`config.mk`:
```
export PLATFORM = sky130hd
export DESIGN_NAME = siso_frame_ctrl
export DESIGN_NICKNAME = d
export VERILOG_FILES = /design/src/rtl/siso_frame_ctrl.sv
export SDC_FILE = /design/constraint.sdc
export NUM_CORES = 1
export LEC_CHECK = 0
export CORE_AREA = 2 2 63 65
export CTS_BUF_LIST = sky130_fd_sc_hd__clkbuf_8
export DETAILED_ROUTE_END_ITERATION = 8
export DIE_AREA = 0 0 65 67
export SYNTH_ARGS = -nofsm -noshare
export SYNTH_HDL_FRONTEND = slang
export SYNTH_SLANG_ARGS = --single-unit
```
`constraint.sdc`:
```
create_clock -name clk -period 5.46 [get_ports clk]
set_input_delay 1.092 -clock clk [delete_from_list [all_inputs] [get_ports clk]]
set_output_delay 1.092 -clock clk [all_outputs]
set_load 0.03 [all_outputs]
```
`src/rtl/siso_frame_ctrl.sv`:
```
// ============================================================================
// siso_frame_ctrl : framed serial transmitter; accepts a word on valid/ready and shifts it out
// Revision: 1.0
// ============================================================================
`default_nettype none

module siso_frame_ctrl #(
  parameter int WIDTH      = 8,
  parameter int BIT_CYCLES = 1,
  parameter int GAP_CYCLES = 1,
  parameter int LSB_FIRST  = 0
) (
  input  logic             clk,
  input  logic             reset,
  input  logic [WIDTH-1:0] in_data,
  input  logic             in_valid,
  output logic             in_ready,
  input  logic             abort,
  output logic             ser_out,
  output logic             frame,
  output logic             busy,
  output logic             done
);

  localparam int BW   = (WIDTH > 1) ? $clog2(WIDTH) : 1;
  localparam int CMAX = (BIT_CYCLES > GAP_CYCLES) ? BIT_CYCLES : GAP_CYCLES;
  localparam int CW   = $clog2(CMAX + 1);

  localparam logic [BW-1:0] BIT_LAST     = BW'(WIDTH - 1);
  localparam logic [CW-1:0] BIT_CYC_LAST = CW'(BIT_CYCLES - 1);
  localparam logic [CW-1:0] GAP_CYC_LAST = CW'((GAP_CYCLES > 0) ? GAP_CYCLES - 1 : 0);

  typedef enum logic [1:0] {
    IDLE  = 2'd0,
    SHIFT = 2'd1,
    GAP   = 2'd2
  } state_t;

  state_t           state;
  logic [WIDTH-1:0] shreg;
  logic [BW-1:0]    bit_cnt;
  logic [CW-1:0]    cyc_cnt;

  // The outgoing bit always sits at the shift-out end of the register.
  function automatic logic out_bit(input logic [WIDTH-1:0] v);
    return (LSB_FIRST != 0) ? v[0] : v[WIDTH-1];
  endfunction

  function automatic logic [WIDTH-1:0] shift_on(input logic [WIDTH-1:0] v);
    return (LSB_FIRST != 0) ? (v >> 1) : (v << 1);
  endfunction

  always_ff @(posedge clk or negedge reset) begin
    if (!reset) begin
      state    <= IDLE;
      shreg    <= '0;
      bit_cnt  <= '0;
      cyc_cnt  <= '0;
      in_ready <= 1'b0;
      ser_out  <= 1'b0;
      frame    <= 1'b0;
      busy     <= 1'b0;
      done     <= 1'b0;
    end else begin
      done <= 1'b0;
      case (state)
        IDLE: begin
          in_ready <= 1'b1;
          busy     <= 1'b0;
          frame    <= 1'b0;
          ser_out  <= 1'b0;
          if (in_valid && in_ready && !abort) begin
            state    <= SHIFT;
            in_ready <= 1'b0;
            busy     <= 1'b1;
            frame    <= 1'b1;
            ser_out  <= out_bit(in_data);
            shreg    <= shift_on(in_data);
            bit_cnt  <= '0;
            cyc_cnt  <= '0;
          end
        end

        SHIFT: begin
          if (abort) begin
            state    <= IDLE;
            frame    <= 1'b0;
            ser_out  <= 1'b0;
            busy     <= 1'b0;
            in_ready <= 1'b1;
            bit_cnt  <= '0;
            cyc_cnt  <= '0;
          end else if (cyc_cnt == BIT_CYC_LAST) begin
            cyc_cnt <= '0;
            if (bit_cnt == BIT_LAST) begin
              bit_cnt <= '0;
              frame   <= 1'b0;
              ser_out <= 1'b0;
              done    <= 1'b1;
              if (GAP_CYCLES > 0) begin
                state <= GAP;
              end else begin
                state    <= IDLE;
                busy     <= 1'b0;
                in_ready <= 1'b1;
              end
            end else begin
              bit_cnt <= bit_cnt + 1'b1;
              ser_out <= out_bit(shreg);
              shreg   <= shift_on(shreg);
            end
          end else begin
            cyc_cnt <= cyc_cnt + 1'b1;
          end
        end

        GAP: begin
          if (abort || cyc_cnt == GAP_CYC_LAST) begin
            state    <= IDLE;
            cyc_cnt  <= '0;
            busy     <= 1'b0;
            in_ready <= 1'b1;
          end else begin
            cyc_cnt <= cyc_cnt + 1'b1;
          end
        end

        default: begin
          state    <= IDLE;
          frame    <= 1'b0;
          ser_out  <= 1'b0;
          busy     <= 1'b0;
          in_ready <= 1'b0;
        end
      endcase
    end
  end

endmodule

`default_nettype wire
```
==> flow_metrics.py <==
metrics = {
    "power": {
        "p_leak_nw": 0.569,
        "p_sw_share_pct": 33.1,
        "pwr_density_cell_mw_per_mm2": 422,
        "power_frac_seq_pct": 38.8,
        "pwr-share-comb_pct": 44.7,
        "switchingPower_uw": 180,
        "p_int_uw": 364,
        "power_frac_clock_pct": 16.5,
        "ir_drop_mv": 0.113,
    },
    "die": {
        "core-area_mm2": 0.00361,
        "rows": 22,
        "die_w_um": 65,
        "start_util_pct": 29.1,
        "die_area_mm2": 0.00436,
        "num_io_pins": 17,
        "fp.dieH_um": 67,
    },
    "critical_path": {
        "worstPathRequired_ns": 5.60,
        "timing.critical_path.from_type": "input pin",
        "crit_path_end_kind": "flop",
        "reg2reg_depth": 5,
        "worst-setup-path-type": "input pin to flop",
        "path_max_fanout": 10,
        "ff2ff_setup_slack_ns": 3.37,
        "worstPathArrival_ns": 2.66,
    },
    "cts": {
        "path_clk_slew_ns": 0.06,
        "cts_resized": 0,
        "cts_made_buffers": 3,
        "cts_setup_buffers": 0,
        "cts_tree": "built",
        "htreeDepth": 1,
        "insertion_delay_ns": 0.25,
        "cts_max_path_buffers": 2,
        "ctsHoldBuffers": 0,
        "cts.sinks": 18,
        "cts-root-buf": "clkbuf_8",
    },
    "grt": {
        "overflow": 0,
        "grt_pass1_vias": 735,
        "grt_max_degree": 19,
        "grtUsageTotal_pct": 10.2,
        "grt_pass1_wl_um": 3350,
        "antenna_found_initial": 0,
    },
    "synthesis": {
        "synth_top_area_share_pct": 42.9,
        "syn_nets": 102,
        "synthCells": 83,
        "yosys_most_used_dff": "dfrtp_1",
        "ys_seq_elements": 18,
        "synth_cell_type_count": 33,
        "yosysWarnings": 0,
        "synth_edf_count": 0,
        "syn_area_mm2": 0.00105,
        "synthTopCellsByArea": "dfrtp_1, mux2_2, mux2_4",
        "synth_async_sr_flop_share_pct": 100,
        "yosysTopAreaCell": "dfrtp_1",
        "synth_seq_area_share_pct": 42.9,
        "avgSynthCellArea_um2": 12.7,
    },
    "final_layout": {
        "final_cell_area_mm2": 0.00129,
        "nets": 120,
        "drive_gt1_share_pct": 23.2,
        "area_delta_synth_final_pct": 22.9,
        "num_antenna_cells": 0,
    },
    "placed_design": {
        "place.gp.congestion": 0.795,
        "portBuffers": 16,
        "hpwl_um": 1450,
        "placed_area_mm2": 0.00125,
    },
    "timing": {
        "fin_setup_tns_ns": 0,
        "worst-slew-pin-transition_ns": 0.802,
        "fin_skew_ns": 0.00183,
        "fin_hold_ws_ns": 0.508,
        "setup-violations-final": 0,
        "finalCriticalPeriod_ns": 2.53,
        "slew_headroom_pct": 46.4,
        "rsz0062_at_grt": "false",
        "period_share_pct": 46.3,
        "final-max-slew-violation-count": 0,
        "finalHoldViolations": 0,
        "fmax_ghz": 0.396,
    },
    "run_status": {
        "status": "complete, no violations",
    },
    "detailed_routing": {
        "wire_per_inst_um": 12.8,
        "first_iter_violations": 25,
        "vias": 692,
        "vias_per_cell": 4.71,
        "wirelength_um": 1880,
        "drc_errors": 0,
        "dr.pass1.iters": 4,
        "postRouteAntennaNets": 0,
    },
    "min_path": {
        "hold_depth": 1,
        "hold_path.class": "flop to flop",
    },
    "run": {
        "cap_violations": 0,
    },
}
==> through the flow <==
| step | utilization [%] | power (mW) | cells | setup WS [ns] |
|---|---|---|---|---|
| after global routing | 35.8 | 0.584 | 147 | 2.88 |
| final | 35.8 | 0.545 | 147 | 2.93 |
| after CTS | 35.8 | 0.554 | 147 | 2.93 |
| after global placement | 34.7 | 0.451 | 144 | 2.68 |
| after detailed placement | 34.7 | 0.461 | 144 | 2.67 |
| after floorplan | - | 0.397 | 83 | 3.27 |
==> final timing paths <==
path / startpoint / end
min reg2reg: frame / frame
max reg2reg: state[1] / shreg[5]
max in group asynchronous: reset / bit_cnt[1]
max: abort / frame
min: frame / frame
min in group asynchronous: reset / frame
==> power by group through the flow <==
stage | Clock (mW) | Combinational (mW) | Sequential [mW]
final | 0.0900 | 0.243 | 0.211
after global routing | 0.0992 | 0.266 | 0.219
after CTS | 0.0937 | 0.248 | 0.212
after detailed placement | 0 | 0.248 | 0.214
after global placement | 0 | 0.240 | 0.212
after floorplan | 0 | 0.174 | 0.223
==> cell usage in the layout (no fill, tap or decap) <==
cell type,Yosys,layout
dfrtp_1,18,18
clkdlybuf4s50_1,0,16
mux2_2,9,9
ha_1,7,7
inv_1,6,6
mux2_4,6,6
a21oi_1,4,4
a32o_1,3,3
clkbuf_8,0,3
a211oi_1,2,2
nor2_1,2,2
a22o_1,2,2
and2b_2,1,1
and3_1,1,1
and4b_2,1,1
nor3b_1,1,1
nand4b_4,1,1
or2b_4,1,1
o31a_1,1,1
a21oi_4,1,1
nand3b_1,1,1
and2_1,1,1
nand2b_1,1,1
o22a_1,1,1
nor3_1,1,1
a221oi_1,1,1
nor4b_1,1,1
a211o_1,1,1
o21a_1,1,1
nand3_1,1,1
o21ai_0,1,1
o21bai_1,1,1
o2bb2ai_1,1,1
==> sequential cells by signal, summed over array words and instances, names as in the netlist <==
| signal | cells |
|---|---|
| in_ready | 1 |
| done | 1 |
| cyc_cnt | 1 |
| busy | 1 |
| bit_cnt | 3 |
| state | 2 |
| ser_out | 1 |
| frame | 1 |
| shreg | 7 |
==> logic make-up (layout without fill, tap and decap cells) <==
group / after synthesis / after routing / synth area share (%)
muxes: 15 / 15 / 18.2
and+or+nand+nor: 14 / 14 / 11.0
buffers and inverters: 9 / 25 / 4.17
AOI/OAI and AO/OA: 20 / 20 / 15.5
adders and majority gates: 7 / 7 / 8.33
DFF: 18 / 18 / 42.9
==> cells in the mapped netlist (all sizes together), types with 2 or more instances <==
cell,count
dfrtp,18
a32o,3
inv,6
a21oi,5
nor2,2
mux2,15
ha,7
buf,3
a22o,2
a211oi,2
==> area by class of cell <==
cell class	count	area, µm²
fillers	352	2310
clock buffers	3	41.3
well taps	48	60.1
repair buffers	16	160
multi-input cells	56	557
flip-flops and latches	18	450
inverters	6	22.5
==> layer usage <==
layer	track usage (%)	wire length [µm]	up-vias
met4	6.38	42	0
met1	12.4	832	334
met5	0	0	-
met3	2.03	71	4
li1	-	-	342
met2	16.6	929	12
==> worst max-delay path: stages <==
cell,delay [ns]
clkdlybuf4s50_1,0.63
and2b_2,0.29
a211oi_1,0.28
mux2_2,0.36
(Power assumes the default switching activity.)
